`src/rtl/edge_monitor_if.sv`:
```
// Bundle of the monitored signals, per-channel rules and the reporting
// outputs of edge_monitor. The bench drives the master side and the
// monitor sits on the slave side.
interface edge_monitor_if #(
    parameter int NCH   = 4,
    parameter int CNT_W = 8,
    parameter int WIN_W = 4
);
    localparam int SEL_W = (NCH > 1) ? $clog2(NCH) : 1;

    logic [NCH-1:0]   sig_in;
    logic             sample_en;
    logic [2*NCH-1:0] mode;
    logic [NCH-1:0]   arm;
    logic [WIN_W-1:0] win_len;
    logic             cnt_clr;
    logic [SEL_W-1:0] cnt_sel;
    logic [NCH-1:0]   edge_o;
    logic [NCH-1:0]   pass_o;
    logic [NCH-1:0]   fail_o;
    logic [CNT_W-1:0] cnt_o;
    logic             err_o;

    modport master (
        output sig_in, sample_en, mode, arm, win_len, cnt_clr, cnt_sel,
        input  edge_o, pass_o, fail_o, cnt_o, err_o
    );

    modport slave (
        input  sig_in, sample_en, mode, arm, win_len, cnt_clr, cnt_sel,
        output edge_o, pass_o, fail_o, cnt_o, err_o
    );
endinterface

```
`src/rtl/edge_monitor.sv`:
```
// Multi-channel edge detector with saturating event counters and a
// per-channel "edge must arrive within win_len+1 enabled samples" checker.
// All pulse outputs are registered one cycle after the qualifying sample.
module edge_monitor #(
    parameter int NCH   = 4,
    parameter int CNT_W = 8,
    parameter int WIN_W = 4
) (
    input logic         clk,
    input logic         rst,
    edge_monitor_if.slave bus
);
    localparam int SEL_W = (NCH > 1) ? $clog2(NCH) : 1;
    localparam int SEL_N = 1 << SEL_W;

    typedef enum logic {IDLE, ARMED} state_t;

    state_t           state [NCH];
    logic [WIN_W-1:0] rem   [NCH];
    logic [CNT_W-1:0] cnt   [NCH];
    logic [CNT_W-1:0] cnt_pad [SEL_N];

    logic [NCH-1:0] prev;
    logic [NCH-1:0] rise_p0, fall_p0, det_p0, pass_p0, fail_p0;
    logic [NCH-1:0] edge_p1, pass_p1, fail_p1;
    logic           err_p1;

    // Counter increment that sticks at all-ones instead of wrapping.
    function automatic logic [CNT_W-1:0] sat_inc(input logic [CNT_W-1:0] v);
        return (&v) ? v : v + CNT_W'(1);
    endfunction

    assign rise_p0 =  bus.sig_in & ~prev;
    assign fall_p0 = ~bus.sig_in &  prev;

    // Stage p0: apply each channel's edge rule, gated by the sample qualifier.
    always_comb begin
        det_p0 = '0;
        for (int i = 0; i < NCH; i++) begin
            case (bus.mode[2*i +: 2])
                2'b01:   det_p0[i] = bus.sample_en & rise_p0[i];
                2'b10:   det_p0[i] = bus.sample_en & fall_p0[i];
                2'b11:   det_p0[i] = bus.sample_en & (rise_p0[i] | fall_p0[i]);
                default: det_p0[i] = 1'b0;
            endcase
        end
    end

    // Window verdicts for this sample: a detection beats expiry.
    always_comb begin
        pass_p0 = '0;
        fail_p0 = '0;
        for (int i = 0; i < NCH; i++) begin
            if (state[i] == ARMED && bus.sample_en) begin
                if (det_p0[i])
                    pass_p0[i] = 1'b1;
                else if (rem[i] == '0)
                    fail_p0[i] = 1'b1;
            end
        end
    end

    // Stage p0 -> p1: history, counters, window FSMs and registered pulses.
    always_ff @(posedge clk) begin
        if (rst) begin
            prev    <= '0;
            edge_p1 <= '0;
            pass_p1 <= '0;
            fail_p1 <= '0;
            err_p1  <= 1'b0;
            for (int i = 0; i < NCH; i++) begin
                state[i] <= IDLE;
                rem[i]   <= '0;
                cnt[i]   <= '0;
            end
        end else begin
            edge_p1 <= det_p0;
            pass_p1 <= pass_p0;
            fail_p1 <= fail_p0;
            if (bus.sample_en)
                prev <= bus.sig_in;
            // A fail in the same cycle as a clear leaves the flag set.
            if (|fail_p0)
                err_p1 <= 1'b1;
            else if (bus.cnt_clr)
                err_p1 <= 1'b0;
            for (int i = 0; i < NCH; i++) begin
                if (bus.cnt_clr)
                    cnt[i] <= '0;
                else if (det_p0[i])
                    cnt[i] <= sat_inc(cnt[i]);
                case (state[i])
                    IDLE: begin
                        if (bus.arm[i]) begin
                            state[i] <= ARMED;
                            rem[i]   <= bus.win_len;
                        end
                    end
                    ARMED: begin
                        // arm is ignored here, so a window is never restarted.
                        if (pass_p0[i] | fail_p0[i])
                            state[i] <= IDLE;
                        else if (bus.sample_en)
                            rem[i] <= rem[i] - WIN_W'(1);
                    end
                    default: state[i] <= IDLE;
                endcase
            end
        end
    end

    // Counter read mux; selects beyond the last channel read as zero.
    always_comb begin
        for (int i = 0; i < SEL_N; i++)
            cnt_pad[i] = '0;
        for (int i = 0; i < NCH; i++)
            cnt_pad[i] = cnt[i];
    end

    assign bus.cnt_o  = cnt_pad[bus.cnt_sel];
    assign bus.edge_o = edge_p1;
    assign bus.pass_o = pass_p1;
    assign bus.fail_o = fail_p1;
    assign bus.err_o  = err_p1;
endmodule
```
`src/flat_wrapper.sv`:
```
// flat-port wrapper written by rule: the top's interface ports become plain ports
module edge_monitor_flat 
#(
    parameter int NCH   = 4,
    parameter int CNT_W = 8,
    parameter int WIN_W = 4
)
  (clk, rst, bus_sig_in, bus_sample_en, bus_mode, bus_arm, bus_win_len, bus_cnt_clr, bus_cnt_sel, bus_edge_o, bus_pass_o, bus_fail_o, bus_cnt_o, bus_err_o);
  edge_monitor_if #(.NCH(NCH), .CNT_W(CNT_W), .WIN_W(WIN_W)) bus_i ();
  input logic clk;
  input logic rst;
  input wire logic [$bits(bus_i.sig_in)-1:0] bus_sig_in;
  input wire logic [$bits(bus_i.sample_en)-1:0] bus_sample_en;
  input wire logic [$bits(bus_i.mode)-1:0] bus_mode;
  input wire logic [$bits(bus_i.arm)-1:0] bus_arm;
  input wire logic [$bits(bus_i.win_len)-1:0] bus_win_len;
  input wire logic [$bits(bus_i.cnt_clr)-1:0] bus_cnt_clr;
  input wire logic [$bits(bus_i.cnt_sel)-1:0] bus_cnt_sel;
  output wire logic [$bits(bus_i.edge_o)-1:0] bus_edge_o;
  output wire logic [$bits(bus_i.pass_o)-1:0] bus_pass_o;
  output wire logic [$bits(bus_i.fail_o)-1:0] bus_fail_o;
  output wire logic [$bits(bus_i.cnt_o)-1:0] bus_cnt_o;
  output wire logic [$bits(bus_i.err_o)-1:0] bus_err_o;
  assign bus_i.sig_in = bus_sig_in;
  assign bus_i.sample_en = bus_sample_en;
  assign bus_i.mode = bus_mode;
  assign bus_i.arm = bus_arm;
  assign bus_i.win_len = bus_win_len;
  assign bus_i.cnt_clr = bus_cnt_clr;
  assign bus_i.cnt_sel = bus_cnt_sel;
  assign bus_edge_o = bus_i.edge_o;
  assign bus_pass_o = bus_i.pass_o;
  assign bus_fail_o = bus_i.fail_o;
  assign bus_cnt_o = bus_i.cnt_o;
  assign bus_err_o = bus_i.err_o;
  edge_monitor #(.NCH(NCH), .CNT_W(CNT_W), .WIN_W(WIN_W)) u_core (.clk(clk), .rst(rst), .bus(bus_i));
endmodule
```
`config.mk`:
```
export PLATFORM = sky130hd
export DESIGN_NAME = edge_monitor_flat
export DESIGN_NICKNAME = d
export VERILOG_FILES = /design/src/rtl/edge_monitor_if.sv /design/src/rtl/edge_monitor.sv /design/src/flat_wrapper.sv
export SDC_FILE = /design/constraint.sdc
export NUM_CORES = 1
export LEC_CHECK = 0
export ABC_AREA = 1
export CORE_MARGIN = 2
export CORE_UTILIZATION = 29
export CTS_CLUSTER_SIZE = 16
export DETAILED_ROUTE_END_ITERATION = 6
export SLEW_MARGIN = 0
export SYNTH_ARGS = -nofsm -noshare
export SYNTH_HDL_FRONTEND = slang
export SYNTH_SLANG_ARGS = --single-unit
```
`constraint.sdc`:
```
create_clock -name clk -period 2.4 [get_ports clk]
set_clock_uncertainty 0.2 [all_clocks]
set_input_delay 0.24 -clock clk [delete_from_list [all_inputs] [get_ports clk]]
set_output_delay 0.24 -clock clk [all_outputs]
set_load 0.05 [all_outputs]
```
# [Word level (Yosys, flattened, before mapping)]
# Memory sizes are Yosys's and may differ from the RTL's.
# Cells that the tools add are included.
[totals] register_bits=17 in_bits=26 out_inout_bits=21 mem_bits_rw=52 memories=3
[memory_table] name="u_core.cnt" depth=4 width=8 rd=4 rd_clocked_by_memory_dff=0 write_ports=4 line="edge_monitor.sv:20" text="logic [CNT_W-1:0] cnt [NCH];"
[memory_table] name="u_core.rem" depth=4 width=4 rd=4 rd_clocked_by_memory_dff=0 write_ports=4 line="edge_monitor.sv:19" text="logic [WIN_W-1:0] rem [NCH];"
[memory_table] name="u_core.state" depth=4 width=1 rd=4 rd_clocked_by_memory_dff=0 write_ports=4 line="edge_monitor.sv:18" text="state_t state [NCH];"
[op_classes] n_eq_ne=12 n_lt_le_gt_ge=1 bitwise=49 muxes=123 reduce_logical=14 addsub=8
[ops] op="$mux 8" count=14
[ops] op="$mux 1" count=96
[ops] op="$add 8x1->8 const B" count=4
[ops] op="$mux 4" count=8
[ops] op="$or 1x1->1" count=32
[ops] op="$reduce_and 8->1" count=4
[ops] op="$bmux 8 s2" count=1
[ops] op="$eq 2x2->1 const B" count=8
[ops] op="$logic_not 4->1" count=4
[ops] op="$sub 4x1->4 const B" count=4
[ops] op="$and 1x1->1" count=12
[ops] op="$pmux 1 s3" count=4
[ops] op="$and 4x4->4" count=2
[ops] op="$eq 2x1->1 const B" count=4
[ops] op="$not 4->4" count=2
[ops] op="$logic_and 1x1->1" count=4
[ops] op="$reduce_or 4->1" count=1
[ops] op="$ge 3x3->1 const B" count=1
[ops] op="$not 2->3" count=1
[ops] op="$reduce_bool 2->1" count=1

# [Logic depth before layout (Yosys ltp)]
[logic_depth] word_depth=13 ltp_mapped=11 ltp_nobuf=11

# [Worst setup path before layout]
# Ideal clock, no wire load.
[synth_path] path_kind="input-to-output" start="input port bus_cnt_sel[1]" end="output port bus_cnt_o[5]" path_slack_ns=0.227 required_time_ns=1.960 path_stages=4 arrival_ns=1.733 cell_sequence="inv_1 clkbuf_1 o21ai_0 o21ai_0"
[synth_via] elab_chain_cells=4
[synth_lines] element="from (decl)" line="flat_wrapper.sv:18" text="input wire logic [$bits(bus_i.cnt_sel)-1:0] bus_cnt_sel;"
[synth_lines] element="$not 2->3 (not written as such)" line="edge_monitor.sv:120" text="assign bus.cnt_o = cnt_pad[bus.cnt_sel];"
[synth_lines] element="$bmux 8 s2" line="edge_monitor.sv:120"
[synth_lines] element="$mux 8 (not written as such) (2 in a row)" line="edge_monitor.sv:120"
[synth_lines] element="to (decl)" line="flat_wrapper.sv:22" text="output wire logic [$bits(bus_i.cnt_o)-1:0] bus_cnt_o;"
# Every way passes these cells. The select of a mux whose other input is x is not followed.

# [Worst setup path after layout]
# Same ends and word-level chain as after synthesis.

==> metrics <==
Reg2Reg Depth 6; FP Rows 42; #FFs+latches synth 69; Hold Crit Start bus_sig_in[3]; vias in the first global route 3291; RR Startpoint u_core.cnt[1][1]; Final Slew Violations 0; initial antenna violation count 0; clk root buf clkbuf_16; Buf/Inv on CP 3; biggest cell delay along the critical path 0.47 ns; drt wl/cell 13.5 um; Worst Path Max Fanout 12; fillers 1345; Hold Crit Depth 3; CP Launch Point bus_cnt_sel[1]; Synth Warn # 0; Yosys top cell by area edfxtp_1; Setup Buffers After CTS 0; Synth Cell Area 3940 um^2; I/O Buffers 46; Mapped Cells 454; Critical Path Start Type input port; final hold viol count 0; Layout Nets 560; grt ovf 0; Final setup violation count 0; Cell Chain, Critical Path clkdlybuf4s50_1, inv_1, o21ai_0, o21ai_0, buf_12; status completed; DP Wirelength 7210 um; Worst-Skew Late Latency 0.33 ns; DR iter-0 viols 211; initial core utilization 29.7%; syn nets 500; CP max-delay cell clkdlybuf4s50_1; First-pass DRT Iterations 4; FMAX 0.461 GHz; slew margin rel. 66.4%; layout cells sized above 1 10.6%; Clock Pin Slew Worst Setup and Hold Paths 0.05 ns; core area 13200 um^2; FF-to-FF End u_core.cnt[1][5]; hold crit path type in -> reg; syn avg cell area 8.67 um^2; CTS H-tree depth 3; FF+latch area 1900 um^2; CP Class in -> out; post-CTS sizing 0; synth top area cells edfxtp_1 (40%), dfxtp_1 (8.6%), nor2_1 (7.0%); PD cells 644 nW/um^2; WP data arrival 1.73 ns; hold buffers post-CTS 0; min Tclk post-route 2.17 ns; Worst path top cell family by delay buffers and inverters; area grow syn2layout 28.0%; Slew @ Worst Pin 0.502 ns; Die Wd 120 um; final worst setup slack 0.231 ns; Clock Sinks 69; final wirelength 9400 um; # IOs 47; Required @ worst endpoint 1.96 ns; Routed Antenna Nets 0; R2R setup slack 0.36 ns; Die ar. 14500 um^2; most frequent CP cell o21ai_0; post-synth top area share 39.7%; vias 3215; WHS 0.325 ns; max-cap violation count 0; RSZ-0062 raised after global routing no; sequential fraction of the synthesis area 48.3%; global placer's final weighted congestion 0.850; first-pass GRT wire length 15500 um; vias per cell 4.63; Max VDD drop 0.297 mV; Die H 120 um; GRT Total Usage 13.4%; final core utilization 38.0%; CTS Buffer Depth 2; Tcrit/Tclk final 90.4%; CTS buffer count 9; area of the multi-input gates 1730 um^2; DRC 0; Worst setup EP type output pin; n_diodes 0; post-synthesis cell type count 31; CTS tree yes; largest net degree at the start of global routing 17; dpl ws -0.0201 ns; WHS Endpoint u_core.prev[3]; cell leakage power 2.08 nW
worst max path at each step:
stage / end / slack [ns] / cells after the start
2_1_floorplan: bus_cnt_o[5] / 0.23 / 4
3_3_place_gp: u_core.cnt[1][4] / 0.07 / 8
3_5_place_dp: u_core.cnt[1][5] / -0.02 / 8
4_1_cts: bus_cnt_o[5] / 0.24 / 5
5_1_grt: bus_cnt_o[5] / 0.11 / 5
6_report: bus_cnt_o[5] / 0.23 / 5
state kept, by name, indices dropped and copies added (netlist names):
| name | cells |
|---|---|
| u_core.prev | 4 |
| u_core.state | 4 |
| u_core.bus.err_o | 1 |
| u_core.cnt | 32 |
| u_core.bus.edge_o | 4 |
| u_core.bus.pass_o | 4 |
| u_core.rem | 16 |
| u_core.bus.fail_o | 4 |
cells in the final DEF, fill, tap and decap left out, drive strengths merged:
cell           instances
a21oi                 20
buf                   20
bufinv                 1
clkbuf                10
clkdlybuf4s50         38
clkinv                 4
clkinvlp               1
dfxtp                 17
edfxtp                52
ha                    20
inv                   69
nand2                 68
nand3                 29
nand3b                 1
nand4                 10
nor2                  81
nor3                  11
nor3b                  3
nor4                   1
o211ai                 1
o21ai                 24
o22ai                 16
or2                    1
xnor2                  8
xor2                  13
worst register-to-register path: stages, from the launching register on:
cell and delay (ns):
edfxtp_1 0.44, ha_1 0.20, nand2_1 0.09, nor3_1 0.31
nand2_1 0.08, o21ai_0 0.15, nand2_1 0.24
layer usage:
metal	up-vias	track usage, %	wire, um
met5	-	0	0
li1	1625	-	-
met2	68	23.3	4700
met3	9	3.44	452
met1	1513	16.2	4160
met4	0	4.00	91
Yosys cell counts (all sizes together):
cell type and count:
nor3b 3, or2 1, xnor2 8, nor4 1, inv 69, dfxtp 17
nor3 11, clkbuf 5, nor2 81, buf 4, nand2 68, a21oi 20
nand4 10, xor2 13, edfxtp 52, nand3 29, o22ai 16, o211ai 1
ha 20, nand3b 1, o21ai 24
power breakdown:
part           internal [mW]  switching [mW]  total [mW]
Combinational          0.222           0.311       0.533
Sequential              1.37          0.0638        1.44
Clock                  0.792           0.483        1.27
kinds of logic (layout without fill, tap and decap cells):
kind of cell / after synthesis / in the layout / synth area share, %
xor gates and xnor gates: 21 / 21 / 4.67
adders and majority gates: 20 / 20 / 6.36
buffers and inverters: 78 / 143 / 7.79
and+or+nand+nor: 205 / 205 / 24.5
AOI/OAI and AO/OA: 61 / 61 / 8.33
DFF: 69 / 69 / 48.3
through the flow:
| stage | cell area, um^2 | setup TNS (ns) | std cells | total power, mW |
|---|---|---|---|---|
| floorplan | 3940 | 0 | 454 | 1.77 |
| global placement | 4750 | 0 | 679 | 1.97 |
| detailed placement | 4750 | -0.208 | 679 | 1.99 |
| CTS | 5040 | 0 | 695 | 3.27 |
| global route | 5040 | 0 | 695 | 3.38 |
| finish | 5040 | 0 | 695 | 3.24 |
final cells by class:
class	instances	area share, %
repair buffers	58	12.8
clock buffers	10	4.55
multi-input cells	307	34.3
flip-flops and latches	69	37.8
inverters	69	5.19
clock inverters	6	1.07
well taps	176	4.37
No activity file was read; power rests on OpenSTA's default activity.
